### src/rtl/arith_pkg.sv
// Shared definitions for the byte-serial arithmetic unit: FSM encoding and slice width.
package arith_pkg;

  localparam int BYTE_W = 8;

  typedef enum logic [1:0] {
    ST_IDLE = 2'd0,
    ST_RUN  = 2'd1,
    ST_DONE = 2'd2
  } state_t;

endpackage

### src/rtl/add8_slice.sv
// Combinational 8-bit ripple-carry full-adder slice, time-shared by the serial adder.
module add8_slice
  import arith_pkg::*;
(
  input  logic [BYTE_W-1:0] a,
  input  logic [BYTE_W-1:0] b,
  input  logic              ci,
  output logic [BYTE_W-1:0] s,
  output logic              co
);

  logic carry;

  always_comb begin
    s     = '0;
    carry = ci;
    for (int unsigned i = 0; i < BYTE_W; i++) begin
      s[i]  = a[i] ^ b[i] ^ carry;
      carry = (a[i] & b[i]) | (carry & (a[i] ^ b[i]));
    end
    co = carry;
  end

endmodule

### src/rtl/byte_serial_add_ctrl.sv
// 32-bit add/subtract computed one byte per cycle (LSB first) through a single
// 8-bit slice, with valid/ready handshakes on operands and result.
module byte_serial_add_ctrl
  import arith_pkg::*;
#(
  parameter int W  = 32,
  parameter int NB = 4
) (
  input  logic         clk,
  input  logic         rst,
  input  logic         in_valid,
  output logic         in_ready,
  input  logic [W-1:0] x,
  input  logic [W-1:0] y,
  input  logic         cin,
  input  logic         sub,
  output logic         out_valid,
  input  logic         out_ready,
  output logic [W-1:0] s,
  output logic         cout,
  output logic         ovf,
  output logic         busy
);

  localparam int KW     = (NB > 1) ? $clog2(NB) : 1;
  localparam int BW_LOG = $clog2(BYTE_W);

  state_t state, state_next;

  logic [KW-1:0]        k;
  logic [KW+BW_LOG-1:0] base;
  logic [W-1:0]         x_reg;
  logic [W-1:0]         y_eff;
  logic [W-1:0]         s_reg;
  logic                 c_reg;
  logic                 cout_reg;
  logic                 ovf_reg;

  logic [BYTE_W-1:0]    a_byte;
  logic [BYTE_W-1:0]    b_byte;
  logic [BYTE_W-1:0]    sum_byte;
  logic                 slice_co;
  logic                 accept;
  logic                 last;

  // Bit offset of the active byte: k * BYTE_W.
  assign base   = {k, {BW_LOG{1'b0}}};
  assign a_byte = x_reg[base +: BYTE_W];
  assign b_byte = y_eff[base +: BYTE_W];

  add8_slice u_slice (
    .a  (a_byte),
    .b  (b_byte),
    .ci (c_reg),
    .s  (sum_byte),
    .co (slice_co)
  );

  always_ff @(posedge clk) begin
    if (rst) begin
      state <= ST_IDLE;
    end else begin
      state <= state_next;
    end
  end

  always_comb begin
    state_next = state;
    in_ready   = 1'b0;
    out_valid  = 1'b0;
    busy       = 1'b0;
    last       = 1'b0;
    case (state)
      ST_IDLE: begin
        in_ready = 1'b1;
        if (in_valid) begin
          state_next = ST_RUN;
        end
      end
      ST_RUN: begin
        busy = 1'b1;
        last = (k == KW'(NB - 1));
        if (last) begin
          state_next = ST_DONE;
        end
      end
      ST_DONE: begin
        busy      = 1'b1;
        out_valid = 1'b1;
        if (out_ready) begin
          state_next = ST_IDLE;
        end
      end
      default: begin
        state_next = ST_IDLE;
      end
    endcase
  end

  assign accept = in_valid && in_ready;

  // Subtraction is folded into the add path as x + ~y + 1, so the slice never
  // needs to know the mode after accept.
  always_ff @(posedge clk) begin
    if (rst) begin
      x_reg    <= '0;
      y_eff    <= '0;
      s_reg    <= '0;
      c_reg    <= 1'b0;
      cout_reg <= 1'b0;
      ovf_reg  <= 1'b0;
      k        <= '0;
    end else if (accept) begin
      x_reg <= x;
      y_eff <= sub ? ~y : y;
      c_reg <= sub | cin;
      k     <= '0;
    end else if (state == ST_RUN) begin
      s_reg[base +: BYTE_W] <= sum_byte;
      c_reg                 <= slice_co;
      if (last) begin
        k        <= '0;
        cout_reg <= slice_co;
        ovf_reg  <= (x_reg[W-1] == y_eff[W-1]) && (sum_byte[BYTE_W-1] != x_reg[W-1]);
      end else begin
        k <= k + KW'(1);
      end
    end
  end

  assign s    = s_reg;
  assign cout = cout_reg;
  assign ovf  = ovf_reg;

endmodule
### config.mk
export PLATFORM = sky130hd
export DESIGN_NAME = byte_serial_add_ctrl
export DESIGN_NICKNAME = d
export VERILOG_FILES = /design/src/rtl/arith_pkg.sv /design/src/rtl/add8_slice.sv /design/src/rtl/byte_serial_add_ctrl.sv
export SDC_FILE = /design/constraint.sdc
export NUM_CORES = 1
export LEC_CHECK = 0
export BUFFER_PORTS_ARGS = -buffer_cell sky130_fd_sc_hd__buf_2
export CAP_MARGIN = 15
export CORE_MARGIN = 4
export CORE_UTILIZATION = 35
export CTS_CLUSTER_SIZE = 30
export DETAILED_ROUTE_END_ITERATION = 10
export GPL_TIMING_DRIVEN = 0
export SYNTH_ARGS = -nofsm -noshare
export SYNTH_HDL_FRONTEND = slang
export SYNTH_SLANG_ARGS = --single-unit
export TNS_END_PERCENT = 20
### constraint.sdc
create_clock -name clk -period 5.4 [get_ports clk]
set_input_delay 0.27 -clock clk [delete_from_list [all_inputs] [get_ports clk]]
set_output_delay 0.27 -clock clk [all_outputs]
set_load 0.1 [all_outputs]
==> results of run 1 <==
-- final cells by class --
class | count | area (um2) | share of cell area, %
plain buffers | 38 | 173 | 2.99
clock buffers | 10 | 239 | 4.13
clock inverters | 6 | 83.8 | 1.45
inverters | 17 | 63.8 | 1.10
multi-input cells | 352 | 2420 | 41.8
flip-flops and latches | 103 | 2060 | 35.7
well taps | 176 | 220 | 3.81
repair buffers | 105 | 526 | 9.09
-- power by group through the flow --
stage               Combinational [W]  Clock, W  Sequential (W)
finish                       0.000977  0.000697        0.000966
floorplan                    0.000640         0         0.00105
global placement             0.000963         0        0.000976
detailed placement           0.000977         0        0.000982
global route                  0.00106  0.000732        0.000977
CTS                          0.000980  0.000710        0.000965
-- metrics by stage --
step	power (W)	instances	instance area (um2)	utilization (%)	hold WS, ns
2_1_floorplan	0.00169	510	4710	-	0.406
3_3_place_gp	0.00194	791	5460	41.2	0.439
3_5_place_dp	0.00196	791	5460	41.2	0.444
4_1_cts	0.00266	807	5780	43.7	0.156
5_1_grt	0.00277	807	5780	43.7	0.156
6_report	0.00264	807	5780	43.7	0.160
-- routing by layer --
metal	vias to the layer above	global-route usage, %	share of wire (%)
li1	1990	-	-
met1	1850	21.9	43
met2	129	28.5	48
met3	18	3.27	6.8
met4	0	4.79	1.5
met5	-	0	0
-- worst max path at each step --
| stage | startpoint | to | slack (ns) |
|---|---|---|---|
| finish | k[1] | ovf | 0.24 |
| global route | k[1] | ovf | 0.02 |
| CTS | k[1] | ovf | 0.24 |
| detailed placement | k[1] | ovf | 0.25 |
| global placement | k[1] | ovf | 0.33 |
| floorplan | k[0] | ovf | 0.83 |
-- worst register-to-register path, delay by kind of cell, from the launching register on --
kind,cells,cell delay (ns)
muxes,1,0.39
AOI/OAI and AO/OA,2,0.41
and+or+nand+nor,1,0.48
adders and majority gates,8,2.55
DFF,1,0.38
buffers and inverters,4,0.89
-- placed cells by master, fill, tap and decap left out, types with 3 or more instances in the layout --
| cell type | n |
|---|---|
| a211oi_1 | 33 |
| a21oi_1 | 54 |
| a32oi_1 | 12 |
| buf_2 | 120 |
| clkbuf_1 | 19 |
| clkbuf_16 | 9 |
| clkinv_2 | 3 |
| dfxtp_1 | 103 |
| fa_1 | 8 |
| ha_1 | 9 |
| inv_1 | 17 |
| mux2i_1 | 4 |
| mux4_1 | 3 |
| mux4_2 | 13 |
| nand2_1 | 92 |
| nand2b_1 | 6 |
| nand3b_1 | 3 |
| nand4_1 | 5 |
| nor2_1 | 45 |
| nor3_1 | 3 |
| or3_1 | 16 |
| xnor2_1 | 32 |
-- cells by family (layout without fill, tap and decap cells) --
logic type	count (synthesis)	in the layout	share of synthesized area, %
AND/OR/NAND/NOR	179	179	16.8
buffers and inverters	55	176	5.02
adder cells (fa/ha/maj)	17	17	5.79
XOR/XNOR	32	32	5.94
multiplexers	20	20	8.73
AO/OA/AOI/OAI	104	104	14.0
flip-flops	103	103	43.7
==> results.yml, run 1 <==
floorplan:
  initial_core_util_pct: 35.6
  rows: 42
  ios: 107
  die_h_um: 124
  coreArea_um2: 13200
  die_w_um: 124
  dieArea_um2: 15400
clocking:
  clock_path_buffers: 2
  cts_tree: "yes"
  clk_latency_ns: 0.35
  clk_pin_slew_ns: 0.07
  ctsResizeCount: 0
  clock_sinks: 103
  cts_hold_buf: 0
  postCtsSetupRepairBufs: 0
  htreeDepth: 3
  numCtsBuffers: 9
  cts.root.buffer_cell: "clkbuf_16"
cells_and_area:
  diodes: 0
  area_growth_pct: 22.7
  fillers: 1348
  fin_nets: 713
  drive_above_1_share_pct: 24.2
status:
  status: "completed"
logic_synthesis:
  synth_area_leaders: "dfxtp_1, nand2_1, mux4_2"
  async_flop_share_pct: 0
  synth_warnings: 0
  syn-num-nets: 597
  synth_commonest_cells: "dfxtp_1, nand2_1, a21oi_1, nor2_1, a211oi_1"
  syn-cell-area_um2: 4710
  synth.distinct_cells: 33
  syn_avg_cell_area_um2: 9.24
  synth-seq-cells: 103
  synth_top_area_share_pct: 43.7
  synthCells: 510
  synth_flop_cell: "dfxtp_1"
  yosys.area.top_type: "dfxtp_1"
  ys_seq_area_share_pct: 43.7
  synth-edff-count: 0
  synth_most_common_cell: "dfxtp_1"
sta:
  finalCritPeriodShare_pct: 95.6
  fin_skew_ns: 0.00629
  max_slew_margin_pct: 61.3
  max_freq_ghz: 0.194
  rsz0062_at_grt: "false"
  layout_setup_ws_ns: 0.238
  period_needed_ns: 5.16
  finalMaxSlewViolations: 0
  hold_viol: 0
  tightest_slew_ns: 0.581
  setup_viol: 0
  final.setup.tns_ns: 0
detailed_routing:
  drt-initial-drc-count: 259
  via_count: 3987
  drc: 0
  drt-vias-per-instance: 4.94
  wl_um: 12800
  first_pass_iters: 5
  wl_per_cell_um: 15.9
  drt.antenna.violating_nets: 0
worst_hold_path:
  whs_endpoint: "x_reg[8]"
  hold_path_class: "in2reg"
  min_from: "x[8]"
  holdPathStages: 3
grt:
  grt_overflow: 0
  first_global_vias: 3861
  grt_max_degree: 17
  grt_pass1_wl_um: 19700
  antenna_found_initial: 0
  grt.total_usage_pct: 16.8
place:
  io_buffers: 105
  gp_congestion: 0.810
  dp_hpwl_um: 10100
  pre_cts_slack_ns: 0.250
critical_path:
  startpoint_type: "flop"
  worstPathRequired_ns: 5.68
  critPathTopFamily: "adder cells"
  setup.worst_path.end_class: "flop"
  crit_type: "reg2reg"
  max_stage_delay_ns: 0.67
  r2r_start: "k[1]"
  cp_num_buf_inv: 4
  crit_slowest_cell: "fa_1"
  path_common_cell: "fa_1"
  r2r_cells: 16
  reg2reg_to: "ovf"
  critPathMaxFanout: 10
  rrSetupSlack_ns: 0.24
  path_cells: "buf_2, clkbuf_1, mux4_2, inv_1, fa_1, fa_1, fa_1, fa_1, inv_1, fa_1, fa_1, fa_1, fa_1, or3b_2, a211o_1, a21oi_1"
  critical_path_arrival_ns: 5.44
  cp.depth: 16
run:
  maxCapViolations: 0
power_and_ir_drop:
  clkPwrFrac_pct: 26.4
  p_leak_nw: 2.30
  p_sw_w: 0.00101
  intPower_w: 0.00163
  irDropWorstVdd_mv: 0.186
  seq_power_share_pct: 36.6
  cellPowerDensity_nw_per_um2: 456
  combPwrFrac_pct: 37.0
  sw_frac_of_total_pct: 38.1
No activity file was read; power rests on OpenSTA's default activity.
==> run 2, diff against run 1 <==
--- a/config.mk
+++ b/config.mk
@@ -7,11 +7,11 @@
 export LEC_CHECK = 0
 export BUFFER_PORTS_ARGS = -buffer_cell sky130_fd_sc_hd__buf_2
 export CAP_MARGIN = 15
-export CORE_MARGIN = 4
 export CORE_UTILIZATION = 35
 export CTS_CLUSTER_SIZE = 30
 export DETAILED_ROUTE_END_ITERATION = 10
 export GPL_TIMING_DRIVEN = 0
+export REMOVE_ABC_BUFFERS = 1
 export SYNTH_ARGS = -nofsm -noshare
 export SYNTH_HDL_FRONTEND = slang
 export SYNTH_SLANG_ARGS = --single-unit
==> run 2 against run 1 <==
Against the previous run:
- sequential power rose by 2%
- setup slack improved by 0.16 ns
- core utilization fell by 0.87 points
- worst hold slack got worse by 0.0022 ns
- sequential share of layout area rose by 0.96 points
- first-iteration DRC count fell by 46%
- die area fell by 9.4%
- clock power fell by 9.9%
- cell count fell by 4.3%
- routed wire length fell by 17%
==> results.yml, run 2 (synthesized netlist as in run 1, its figures left out) <==
status:
  status: "completed"
sta:
  setup_viol: 0
  finalMaxSlewViolations: 0
  fin_hold_ws_ns: 0.158
  rsz0062_at_grt: "false"
  max_slew_margin_pct: 36.3
  finalCritPeriodShare_pct: 92.7
  period_needed_ns: 5.00
  tightest_slew_ns: 0.956
  fin_skew_ns: 0.00516
  max_freq_ghz: 0.200
  hold_viol: 0
critical_path:
  path_common_cell: "fa_1"
  critical_path_arrival_ns: 5.28
  crit_slowest_cell: "dfxtp_4"
  critPathMaxFanout: 30
  crit_type: "reg2reg"
  path_cells: "mux4_2, inv_1, fa_1, fa_1, fa_1, fa_1, inv_1, fa_1, fa_1, fa_1, fa_1, or3b_2, a211o_1, a21oi_1"
  max_stage_delay_ns: 0.67
  startpoint_type: "flop"
  setup.worst_path.end_class: "flop"
  worstPathRequired_ns: 5.68
cells_and_area:
  diodes: 0
  area_growth_pct: 19.7
  layout_commonest_cell: "buf_2"
  drive_above_1_share_pct: 23.5
  fin_nets: 678
  final_cell_mix: "buf_2, dfxtp_1, nand2_1"
  final_core_util_pct: 42.8
clocking:
  htreeDepth: 3
  cts_tree: "yes"
  numCtsBuffers: 9
  clock_sinks: 103
  clk_latency_ns: 0.35
  clk_pin_slew_ns: 0.07
  cts_hold_buf: 0
  cts.root.buffer_cell: "clkbuf_16"
  clock_path_buffers: 2
floorplan:
  die_h_um: 118
  dieArea_um2: 13900
  initial_core_util_pct: 35.7
  rows: 42
  ios: 107
  die_w_um: 118
  coreArea_um2: 13200
grt:
  grt_pass1_wl_um: 17700
  grt_overflow: 0
  grt.total_usage_pct: 16.1
  antenna_found_initial: 0
  first_global_vias: 3698
  grt_max_degree: 102
worst_hold_path:
  hold_path_class: "in2reg"
detailed_routing:
  top_layer: "met4"
  drt-vias-per-instance: 4.96
  wl_um: 10600
  drt-initial-drc-count: 140
  wl_per_cell_um: 13.8
  met3WireLength_um: 539
  via_count: 3827
  drc: 0
  drt.antenna.violating_nets: 0
  wl_met2_um: 4850
  wl_met1_um: 5080
  first_pass_iters: 6
place:
  io_buffers: 106
  gp_congestion: 0.777
  dp_hpwl_um: 7470
power_and_ir_drop:
  clkPwrFrac_pct: 25.1
  sw_frac_of_total_pct: 37.8
  irDropWorstVdd_mv: 0.179
  combPwrFrac_pct: 35.6
  intPower_w: 0.00155
  p_sw_w: 0.000944
  cellPowerDensity_nw_per_um2: 443
  p_leak_nw: 2.21
  seq_power_share_pct: 39.3
run:
  maxCapViolations: 0
==> run 2: changes by cell type in the layout (fill, tap and decap cells not counted), moves of 2 or more <==
| cell | change |
|---|---|
| buf_1 | -2 |
| bufinv_16 | -2 |
| buf_16 | +2 |
| clkbuf_1 | -17 |
| dfxtp_1 | -2 |
| buf_2 | -15 |
| clkbuf_8 | +2 |
| clkinv_2 | -2 |
==> run 2: power groups by stage <==
stage / registers, W / logic, W / clock network (W)
global route: 0.00100 / 0.000977 / 0.000679
floorplan: 0.00107 / 0.000582 / 0
global placement: 0.000991 / 0.000879 / 0
CTS: 0.000983 / 0.000883 / 0.000647
finish: 0.000981 / 0.000889 / 0.000628
detailed placement: 0.00100 / 0.000882 / 0
==> run 2: per-layer routing <==
metal	vias up	GRT usage (%)
li1	1924	-
met4	0	7.13
met3	11	3.39
met1	1791	20.9
met2	101	25.7
met5	-	0
==> run 2: timing repair <==
item                       in CTS  in global routing
resized for setup               0                  2
buffers inserted                0                  0
setup endpoints to repair       0                  1
==> run 2: cell type report <==
class	count	area, um2
Clock buffer	14	274
Clock inverter	2	13.8
Fill cell	1336	7540
Inverter	17	63.8
Multi-Input combinational cell	352	2420
Sequential cell	103	2070
Tap cell	176	220
Timing Repair Buffer	108	588
==> run 2: worst paths after layout <==
kind | startpoint | endpoint | slack (ns) | cells past startpoint
min | x[19] | x_reg[19] | 0.16 | 3
max | k[0] | ovf | 0.40 | 14
max reg2reg | k[0] | ovf | 0.40 | 14
min reg2reg | s[3] | s[3] | 0.45 | 2
==> run 2: per-stage QoR <==
step | power, W | instance area (um2) | TNS [ns] | setup slack [ns] | std cells
2_1_floorplan | 0.00165 | 4540 | 0 | 0.389 | 472
3_3_place_gp | 0.00187 | 5290 | -0.450 | -0.450 | 754
3_5_place_dp | 0.00188 | 5330 | 0 | 0.0984 | 755
4_1_cts | 0.00251 | 5610 | 0 | 0.0616 | 771
5_1_grt | 0.00266 | 5650 | 0 | 0.127 | 772
6_report | 0.00250 | 5650 | 0 | 0.396 | 772
==> run 2: critical path, delay by kind of cell (launching register included) <==
family	cells	cell delay, ns
AND/OR/NAND/NOR	1	0.48
multiplexers	1	0.60
adder cells (fa/ha/maj)	8	2.61
AO/OA/AOI/OAI	2	0.42
flip-flops	1	0.67
buffers and inverters	2	0.15
